`config.mk`:
```
export PLATFORM = sky130hd
export DESIGN_NAME = pulse_cdc_scheduler
export DESIGN_NICKNAME = d
export VERILOG_FILES = /design/src/rtl/pulse_cdc_scheduler.sv
export SDC_FILE = /design/constraint.sdc
export NUM_CORES = 1
export LEC_CHECK = 0
export ABC_AREA = 1
export BUFFER_PORTS_ARGS = -buffer_cell sky130_fd_sc_hd__buf_2
export CAP_MARGIN = 20
export CELL_PAD_IN_SITES_DETAIL_PLACEMENT = 1
export CELL_PAD_IN_SITES_GLOBAL_PLACEMENT = 2
export CORE_ASPECT_RATIO = 0.9
export CORE_UTILIZATION = 33
export CTS_CLUSTER_SIZE = 28
export DETAILED_ROUTE_END_ITERATION = 6
export PLACE_DENSITY = 0.85
export SLEW_MARGIN = 10
export SYNTH_ARGS = -nofsm -noshare
export SYNTH_HDL_FRONTEND = slang
export SYNTH_SLANG_ARGS = --single-unit
export TNS_END_PERCENT = 20
```
`constraint.sdc`:
```
create_clock -name clk_i -period 1.9 [get_ports clk_i]
set_input_delay 0.285 -clock clk_i [delete_from_list [all_inputs] [get_ports clk_i]]
set_output_delay 0.285 -clock clk_i [all_outputs]
set_load 0.01 [all_outputs]
```
`src/rtl/pulse_cdc_scheduler.sv`:
```
// pulse_cdc_scheduler: round-robin scheduler sharing one pulse-synchronizer channel among NUM_REQ requesters
// Ports:
//   clk_i, rst_n_i   clock and asynchronous active-low reset
//   req_i            per-requester single-cycle event strobes
//   ack_i            return pulse from the far-domain synchronizer
//   clr_ovf_i        clears overflow_o
//   sync_pulse_o     single-cycle pulse into the synchronizer
//   sync_id_o        requester index of the current/last transfer
//   done_o           one-hot completion strobe
//   timeout_o        strobe when no ack arrived in time
//   pending_o        latched, not-yet-issued events
//   overflow_o       sticky flag: event merged into a pending one
//   busy_o           scheduler not idle
module pulse_cdc_scheduler #(
    parameter int NUM_REQ     = 4,
    parameter int ACK_TIMEOUT = 255,
    parameter int MIN_GAP     = 3,
    localparam int IDW        = $clog2(NUM_REQ)
) (
    input  logic               clk_i,
    input  logic               rst_n_i,
    input  logic [NUM_REQ-1:0] req_i,
    input  logic               ack_i,
    input  logic               clr_ovf_i,
    output logic               sync_pulse_o,
    output logic [IDW-1:0]     sync_id_o,
    output logic [NUM_REQ-1:0] done_o,
    output logic               timeout_o,
    output logic [NUM_REQ-1:0] pending_o,
    output logic [NUM_REQ-1:0] overflow_o,
    output logic               busy_o
);
    typedef enum logic [1:0] {IDLE, ISSUE, WAIT_ACK, GAP} state_t;

    state_t             state_q, state_d;
    logic [IDW-1:0]     id_q, id_d, ptr_q, ptr_d, win;
    logic [7:0]         cnt_q, cnt_d;
    logic [3:0]         gap_q, gap_d;
    logic [NUM_REQ-1:0] pend_q, pend_d, ovf_q, ovf_d, done_q, done_d, clr;
    logic               pulse_q, pulse_d, tmo_q, tmo_d, busy_q, busy_d, found;

    // First pending requester at or after the round-robin pointer
    always_comb begin
        win   = '0;
        found = 1'b0;
        for (int i = 0; i < NUM_REQ; i++) begin
            if (!found && pend_q[(int'(ptr_q) + i) % NUM_REQ]) begin
                found = 1'b1;
                win   = IDW'((int'(ptr_q) + i) % NUM_REQ);
            end
        end
    end

    always_comb begin
        state_d = state_q;
        id_d    = id_q;
        ptr_d   = ptr_q;
        cnt_d   = cnt_q;
        gap_d   = gap_q;
        pulse_d = 1'b0;
        tmo_d   = 1'b0;
        done_d  = '0;
        clr     = '0;
        case (state_q)
            IDLE: begin
                if (found) begin
                    id_d    = win;
                    ptr_d   = (win == IDW'(NUM_REQ - 1)) ? '0 : win + 1'b1;
                    pulse_d = 1'b1;
                    state_d = ISSUE;
                end
            end
            ISSUE: begin
                clr[id_q] = 1'b1;
                cnt_d     = '0;
                state_d   = WAIT_ACK;
            end
            WAIT_ACK: begin
                // ack takes priority over an expiring counter
                if (ack_i || cnt_q == 8'(ACK_TIMEOUT - 1)) begin
                    done_d[id_q] = ack_i;
                    tmo_d        = !ack_i;
                    gap_d        = '0;
                    state_d      = (MIN_GAP == 0) ? IDLE : GAP;
                end else begin
                    cnt_d = cnt_q + 8'd1;
                end
            end
            default: begin
                // The completion cycle is followed by MIN_GAP idle cycles
                state_d = (gap_q == 4'(MIN_GAP)) ? IDLE : GAP;
                gap_d   = gap_q + 4'd1;
            end
        endcase
        // A new request re-arms a slot even in the cycle it is being issued
        pend_d = (pend_q & ~clr) | req_i;
        ovf_d  = (clr_ovf_i ? '0 : ovf_q) | (req_i & pend_q & ~clr);
        busy_d = state_d != IDLE;
    end

    always_ff @(posedge clk_i or negedge rst_n_i) begin
        if (!rst_n_i) begin
            state_q <= IDLE;
            id_q    <= '0;
            ptr_q   <= '0;
            cnt_q   <= '0;
            gap_q   <= '0;
            pend_q  <= '0;
            ovf_q   <= '0;
            done_q  <= '0;
            pulse_q <= 1'b0;
            tmo_q   <= 1'b0;
            busy_q  <= 1'b0;
        end else begin
            state_q <= state_d;
            id_q    <= id_d;
            ptr_q   <= ptr_d;
            cnt_q   <= cnt_d;
            gap_q   <= gap_d;
            pend_q  <= pend_d;
            ovf_q   <= ovf_d;
            done_q  <= done_d;
            pulse_q <= pulse_d;
            tmo_q   <= tmo_d;
            busy_q  <= busy_d;
        end
    end

    assign sync_pulse_o = pulse_q;
    assign sync_id_o    = id_q;
    assign done_o       = done_q;
    assign timeout_o    = tmo_q;
    assign pending_o    = pend_q;
    assign overflow_o   = ovf_q;
    assign busy_o       = busy_q;
endmodule

```
# ---- Yosys cells after proc, flatten, opt, wreduce, memory -nomap -nowiden
# Cells that the tools add are included.
dict set report totals {
  regBits 33
  inputBits 8
  out_inout_bits 17
  word_cells 98
}
dict set report op_classes {
  addsub 6
  magnitude_cmp 6
  eq_ne 7
  mux 38
  n_bitwise 11
  reduce_logical 19
}
# cell n
set op_table {}
lappend op_table {{4-bit 2-to-1 mux} 5}
lappend op_table {{4-bit AND} 4}
lappend op_table {{1-bit 2-to-1 mux} 16}
lappend op_table {{2-bit 2-to-1 mux} 8}
lappend op_table {{8-bit one-hot mux with 2 select lines} 1}
lappend op_table {{3-bit by 4-bit less-than comparator with 1-bit output, second input constant} 3}
lappend op_table {{8-bit by 1-bit adder with 8-bit output, second input constant} 1}
lappend op_table {{1-bit binary-select mux with 2-bit select} 4}
lappend op_table {{8-bit == test, second input constant} 1}
lappend op_table {{8-bit 2-to-1 mux} 1}
lappend op_table {{4-bit bitwise OR} 2}
lappend op_table {{4-bit one-hot mux with 2 select lines} 1}
lappend op_table {{2-bit OR reduction} 4}
lappend op_table {{2-bit by 3-bit less-than comparator with 1-bit output, second input constant} 2}
lappend op_table {{2-bit one-hot mux with 3 select lines} 1}
lappend op_table {{2-bit AND reduction} 3}
lappend op_table {{2-bit by 1-bit adder with 2-bit output, second input constant} 2}
lappend op_table {{2-bit adder, second input constant} 2}
lappend op_table {{4-bit by 1-bit adder with 4-bit output, second input constant} 1}
lappend op_table {{2-bit == test, second input constant} 2}
lappend op_table {{4-bit by 2-bit == test with 1-bit output, second input constant} 1}
lappend op_table {{1-bit logical AND} 4}
lappend op_table {{1-bit logical NOT} 4}
lappend op_table {{2-bit != test, second input constant} 2}
lappend op_table {{9 further kinds} 12}

# ---- Logic depth before layout (Yosys ltp)
# Gate-level depths: netlist of run 1.
dict set report depth {
  word_depth 17
  ltp_mapped 14
  ltp_nobuf 13
}

# ---- Worst setup path after synthesis of run 1
# OpenSTA, ideal clock, no wires.
dict set report synth_timing {
  path_type {reg2reg}
  startpoint {register state_q[0]}
  endpoint {register cnt_q[5]}
  arrival_time_ns 1.438
  t_required_ns 1.777
  setup_slack_ns 0.339
  stages_incl_launch_ff 8
  path_buffers 1
  period_less_slack_ns 1.561
  cell_sequence {dfrtp_1 > inv_1 > ha_1 > clkbuf_1 > nand3_2 > o21ai_1 > and3_1 > nor3_1}
}
dict set report synth_via {
  elab_chain_len 3
  word_cells_on_any_way 6
}
# item line_no
set synth_rtl {}
lappend synth_rtl {{start: declaration} 35} ;# state_t state_q, state_d;
lappend synth_rtl {{start signal: assignment} 115} ;# state_q <= state_d;
lappend synth_rtl {{2-bit == test / 2-bit by 1-bit == test with 1-bit output (equally long branches)} 64} ;# case (state_q)
lappend synth_rtl {{2-bit != test (no source line) / 2-bit nonzero test (equally long branches)} n/a}
lappend synth_rtl {{2-bit AND reduction (no source line)} n/a}
lappend synth_rtl {{end signal: assignment} 118} ;# cnt_q <= cnt_d;
lappend synth_rtl {{end: declaration} 37} ;# logic [7:0] cnt_q, cnt_d;
# Parallel ways exist; a longest one is shown, timed or not.
# A chain may end at the register's enable or synchronous reset.

# ---- Worst setup path in the final report of run 1
# Ends and elaborated chain as after synthesis.

==> results.toml, run 1 <==
[status]
status = "finished clean"

[sta]
timing_worst_slew_pin_value_ps = 755
clock.fmax_mhz = 587
timing.final.setup_violations = 0
worst_slew_margin_rel_pct = 49.7
final.setup_skew_ps = 7.25
unrepaired_setup_endpoints_after_global_routing = "false"
timing_hold_violations_final = 0
slew_viol_final = 0
setup_tns_ps = 0
final.period_utilization_pct = 89.6
hold_ws_ps = 65.4
finalWorstSetupSlack_ps = 197
post-route-min-period_ps = 1700

[clocking]
cts_tree = "yes"
clk_pin_slew_worst_paths_ps = 70
count_of_instances_resized_after_the_clock_tree_is_built = 0
clk_root_buffer_cell = "sky130_fd_sc_hd__clkbuf_8"
post-cts-setup-buffers = 0
htree_levels = 2
holdBufCountCts = 0
tritoncts.num_buffers = 5
clock-sinks = 33
cts.path.max_buffers = 2
clk-insertion-delay-late_ps = 290

[power_and_ir_drop]
p_int_mw = 1.73
power.static_leakage_nw = 1.07
power.share.switching_pct = 47.9
power-per-cell-area_mw_per_mm2 = 1600
peakVddDrop_mv = 0.461
p_comb_share_pct = 51.0
share_seq_of_total_power_pct = 33.6
netSwitchingPower_mw = 1.59
p_clk_share_pct = 15.4

[final_layout]
area_growth_syn_to_layout_pct = 14.3
final_net_count = 265
antenna_cells_inserted = 0
layoutNonFillerInstCount = 318
drive_gt1_share_pct = 21.1

[worst_setup_path]
critical_path.max_fanout = 8
critical_path_class = "reg2reg"
cp.required_ps = 2080
timing.critical_path.arrival_ps = 1880
endpoint_kind = "register"
crit_path_start = "state_q[0]"
r2r-start = "state_q[0]"
crit_path_start_kind = "register"
slowest_delay_ps = 410
crit_path_cell_trace = "inv_1 > ha_1 > nand3_2 > o21ai_1 > and3_1 > nor3_1"
worst_path_max_delay_cell = "sky130_fd_sc_hd__dfrtp_1"

[logic_synthesis]
synth-seq-area-share_pct = 45.3
average_footprint_of_a_synthesized_cell_um2 = 8.21
yosys.cell_types.count = 31
mappedNetlistNets = 237
post_synth_inst_count = 222
ys_seq_elements = 33
ys_warn_count = 0
mappedNetlistArea_mm2 = 0.00182

[placed_design]
finalWeightedCongestion = 0.762
io_buffer_count = 24
pre_cts_slack_ps = 166
placed_cells = 310
dp.final_hpwl_um = 3330

[routing]
drtPass1Iterations = 4
drt-total-wl_um = 4300
drt_iter0_markers = 52
drc = 0
route.vias.total = 1510
drtAntennaViolNets = 0
via_per_inst = 4.75
wl_per_cell_um = 13.5

[grt]
grt_antenna_before_repair = 0
grt_pass1_wl_um = 7270
grt.met1_usage_pct = 23.2
largest_net_degree_at_the_start_of_global_routing = 34
vias_in_the_first_global_route = 1504
grt.total_usage_pct = 16.6
busiest_layer = "met2"
met2_usage_pct = 24.6
grtUsageMet3_pct = 4.03
grt-ovfl-total = 0

[floorplan]
placementRows = 25
dieWidth_um = 80.3
floorplan.die_area_mm2 = 0.00583
i_o_pin_count = 25
dieHeight_um = 72.5
effective_utilization_at_floorplan_pct = 34.5
core_mm2 = 0.00529

[worst_hold_path]
min_path_type = "in2async"

[job]
maxCapViolCount = 0
[critical path: cells and delay by family (launching register included)]
family          cells  cell delay [ps]
flops               1              410
buf+inv             1               90
simple gates        3              470
compound gates      1              300
fa+ha+maj           1              330
[layout make-up]
type | instances | area [µm²]
clock inverters | 2 | 10.0
multi-input cells | 150 | 833
clock buffers | 6 | 72.6
well taps | 67 | 83.8
flip-flops and latches | 33 | 827
fillers | 664 | 3200
inverters | 36 | 138
repair buffers | 24 | 120
[through the flow]
| stage | power [mW] | area, µm² | utilization [%] |
|---|---|---|---|
| 5_1_grt | 3.66 | 2080 | 39.4 |
| 3_3_place_gp | 2.81 | 2000 | 37.8 |
| 4_1_cts | 3.38 | 2080 | 39.4 |
| 6_report | 3.33 | 2080 | 39.4 |
| 2_1_floorplan | 2.39 | 1820 | - |
| 3_5_place_dp | 2.84 | 2000 | 37.8 |
[metal layers]
metal	vias to the layer above	wire, µm
met1	703	2260
met5	-	0
li1	769	-
met4	0	68
met3	8	162
met2	30	1810
[registers in the layout (all words and copies together) (netlist names), named ones only]
| register | count |
|---|---|
| sync_id_o | 2 |
| done_o | 4 |
| gap_q | 4 |
| overflow_o | 4 |
| pending_o | 4 |
| ptr_q | 1 |
| busy_o | 1 |
| sync_pulse_o | 1 |
| state_q | 2 |
| cnt_q | 8 |
| timeout_o | 1 |
[power by group through the flow]
stage / Clock, mW / Sequential (mW) / Combinational [mW]
after CTS: 0.532 / 1.12 / 1.73
after detailed placement: 0 / 1.13 / 1.71
after floorplan: 0 / 1.10 / 1.29
after global routing: 0.564 / 1.15 / 1.94
after global placement: 0 / 1.12 / 1.68
final: 0.511 / 1.12 / 1.70
[synthesized netlist by cell type (all sizes together)]
library cell	count	area share, %
o22ai	8	2.7
nor3	3	0.82
nor2	14	3.2
a31oi	1	0.34
buf	2	1.2
a21oi	3	0.82
a22oi	1	0.41
or2	1	0.34
nand2	67	15
xnor2	1	0.48
ha	7	4.8
o31ai	3	1.2
and3	1	0.34
o21a	2	0.82
nand4	3	1.0
o21ai	14	4.5
nand3	14	5.4
clkbuf	1	0.21
nor4	1	0.34
dfrtp	33	45
xor2	6	2.9
inv	36	7.5
[final timing paths]
path / endpoint / slack, ps / cells past startpoint
worst max-delay path: cnt_q[5] / 200 / 6
worst min-delay path: cnt_q[6] / 70 / 1
worst max register to register: cnt_q[5] / 200 / 6
worst min register to register: gap_q[1] / 530 / 2
max in group asynchronous: async pin / 1310 / 1
min in group clk_i: pending_o[1] / 200 / 3
[cells by family after synthesis]
kind of cell,share of synthesized area (%)
AOI/OAI and AO/OA,10.8
buffers and inverters,8.99
adders and majority gates,4.80
and+or+nand+nor,26.7
DFF,45.3
xor gates and xnor gates,3.36
[cells in the final DEF, fill, tap and decap left out, types with 2 or more instances in the layout]
cell and count:
sky130_fd_sc_hd__nand2_1 58, sky130_fd_sc_hd__inv_1 34, sky130_fd_sc_hd__dfrtp_1 32, sky130_fd_sc_hd__buf_2 24, sky130_fd_sc_hd__nor2_1 12, sky130_fd_sc_hd__o21ai_0 10, sky130_fd_sc_hd__nand3_1 10, sky130_fd_sc_hd__o22ai_1 8
sky130_fd_sc_hd__nand2_2 8, sky130_fd_sc_hd__ha_1 7, sky130_fd_sc_hd__xor2_1 6, sky130_fd_sc_hd__clkbuf_8 5, sky130_fd_sc_hd__nand3_2 3, sky130_fd_sc_hd__o21ai_2 3, sky130_fd_sc_hd__a21oi_1 3, sky130_fd_sc_hd__nand4_1 3
sky130_fd_sc_hd__nor3_1 3, sky130_fd_sc_hd__o31ai_1 3, sky130_fd_sc_hd__o21a_1 2, sky130_fd_sc_hd__nor2_2 2, sky130_fd_sc_hd__clkinv_2 2
Power figures use the tool's default switching activity.
==> inputs of run 2 (changes only) <==
--- a/config.mk
+++ b/config.mk
@@ -7,10 +7,10 @@
 export LEC_CHECK = 0
 export ABC_AREA = 1
 export BUFFER_PORTS_ARGS = -buffer_cell sky130_fd_sc_hd__buf_2
-export CAP_MARGIN = 20
 export CELL_PAD_IN_SITES_DETAIL_PLACEMENT = 1
 export CELL_PAD_IN_SITES_GLOBAL_PLACEMENT = 2
 export CORE_ASPECT_RATIO = 0.9
+export CORE_MARGIN = 3
 export CORE_UTILIZATION = 33
 export CTS_CLUSTER_SIZE = 28
 export DETAILED_ROUTE_END_ITERATION = 6
==> run 2 against run 1 <==
- cell area rose by 1.9%
- non-clock buffer count did not move
- maximum frequency rose by 3.1%
- clock-buffer cell count rose by 1
- total power rose by 5.0%
- sequential power barely moved
- clock skew barely moved
==> results.toml, run 2 (synthesized netlist as in run 1, its figures left out) <==
[routing]
drc = 0
via_per_inst = 4.79
drtPass1Iterations = 3
drt-total-wl_um = 4330
route.vias.total = 1522
drt_iter0_markers = 65
drtAntennaViolNets = 0
wl_per_cell_um = 13.6

[placed_design]
io_buffer_count = 24
dp.final_hpwl_um = 3410
finalWeightedCongestion = 0.741

[floorplan]
core_mm2 = 0.00529
floorplan.die_area_mm2 = 0.00645
effective_utilization_at_floorplan_pct = 34.5
placementRows = 25
i_o_pin_count = 25
dieWidth_um = 84.3
dieHeight_um = 76.5

[worst_setup_path]
r2r_setup_slack_ps = 250
timing.critical_path.arrival_ps = 1830
endpoint_kind = "register"
crit_path_cell_trace = "inv_1 > ha_1 > nand4_1 > nand3_2 > inv_1 > nor2_1 > nand2_1 > o31ai_1"
reg2reg_depth = 8
r2r-start = "cnt_q[0]"
worst_path_max_delay_cell = "sky130_fd_sc_hd__dfrtp_1"
crit_path_start_kind = "register"
family_with_the_most_delay_on_the_worst_path = "simple AND/OR/NAND/NOR gates"
reg2reg_to = "cnt_q[4]"
timing.critical_path.buf_inv = 2
crit_top_cell = "sky130_fd_sc_hd__inv_1"
critical_path_class = "reg2reg"
critical_path.max_fanout = 7
cp.required_ps = 2080
slowest_delay_ps = 390

[clocking]
count_of_instances_resized_after_the_clock_tree_is_built = 0
post-cts-setup-buffers = 0
cts_tree = "yes"
holdBufCountCts = 0
clk_pin_slew_worst_paths_ps = 70
htree_levels = 2
cts.path.max_buffers = 2
clk-insertion-delay-late_ps = 280
clock-sinks = 33
tritoncts.num_buffers = 5
clk_root_buffer_cell = "sky130_fd_sc_hd__clkbuf_8"

[worst_hold_path]
min_path_type = "in2async"

[final_layout]
antenna_cells_inserted = 0
postLayoutCoreUtil_pct = 40.2
registers.top_by_ff_count = "cnt_q"
largest_register_ffs = 8
drive_gt1_share_pct = 21.9
most-common-layout-cells = "58 x sky130_fd_sc_hd__nand2_1, 34 x sky130_fd_sc_hd__inv_1, 32 x sky130_fd_sc_hd__dfrtp_1"
final_net_count = 265
area_growth_syn_to_layout_pct = 16.5
most_common_cell_after_layout_fill_and_taps_aside = "sky130_fd_sc_hd__nand2_1"

[grt]
largest_net_degree_at_the_start_of_global_routing = 34
grt-ovfl-total = 0
busiest_layer = "met2"
grt.total_usage_pct = 14.5
grt_antenna_before_repair = 0
grt.met1_usage_pct = 20.7
grt_pass1_wl_um = 7620
grtUsageMet3_pct = 3.78
vias_in_the_first_global_route = 1622
met2_usage_pct = 22.4

[status]
status = "finished clean"

[sta]
final.period_utilization_pct = 87.0
final.setup_skew_ps = 6.77
setup_tns_ps = 0
timing_hold_violations_final = 0
clock.fmax_mhz = 605
slew_viol_final = 0
worst_slew_margin_rel_pct = 49.2
timing.final.setup_violations = 0
post-route-min-period_ps = 1650
unrepaired_setup_endpoints_after_global_routing = "false"
timing_worst_slew_pin_value_ps = 762

[power_and_ir_drop]
peakVddDrop_mv = 0.642
power.static_leakage_nw = 1.09
power-per-cell-area_mw_per_mm2 = 1640

[job]
maxCapViolCount = 0
[run 2: cell types whose count changed in the layout (fill, tap and decap cells not counted)]
cell	before	now
sky130_fd_sc_hd__o21ai_1	1	0
sky130_fd_sc_hd__o21ai_2	3	4
sky130_fd_sc_hd__bufinv_16	0	1
sky130_fd_sc_hd__clkinv_2	2	0
sky130_fd_sc_hd__ha_2	0	1
sky130_fd_sc_hd__clkbuf_8	5	6
sky130_fd_sc_hd__ha_1	7	6
[run 2: power by group]
group | leakage, nW | switching (mW) | internal (mW)
registers | 0.401 | 0.206 | 0.912
logic | 0.628 | 1.12 | 0.577
clock network | 0.0585 | 0.249 | 0.428
total | 1.09 | 1.58 | 1.92
[run 2: metal layers]
metal | part of all wire, % | up-vias
li1 | - | 761
met1 | 52 | 729
met2 | 44 | 28
met3 | 4.2 | 4
met4 | 0.53 | 0
met5 | 0 | -
[run 2: through the flow]
step	worst slack (ps)	cell area, µm²	std cells	power, mW	hold WS, ps
6_report	248	2120	318	3.49	77.9
5_1_grt	65.3	2120	318	3.87	131
4_1_cts	116	2120	318	3.53	105
3_5_place_dp	136	2000	310	2.83	408
3_3_place_gp	129	2000	310	2.81	406
2_1_floorplan	339	1820	222	2.39	-10.6
[run 2: area by class of cell]
type,instances,area (µm²)
Fill cell,670,3160
Multi-Input combinational cell,150,840
Sequential cell,33,827
Inverter,36,138
Timing Repair Buffer,24,120
Clock buffer,7,86.3
Tap cell,67,83.8
Clock inverter,1,30.0
[run 2: how the worst max path moves through the flow]
stage / from / endpoint / slack [ps] / cells after the start
after detailed placement: state_q[0] / cnt_q[5] / 140 / 6
after floorplan: state_q[0] / cnt_q[5] / 340 / 7
after CTS: state_q[0] / cnt_q[5] / 120 / 6
after global routing: cnt_q[0] / busy_o / 70 / 8
after global placement: state_q[0] / cnt_q[5] / 130 / 6
final: cnt_q[0] / cnt_q[4] / 250 / 8
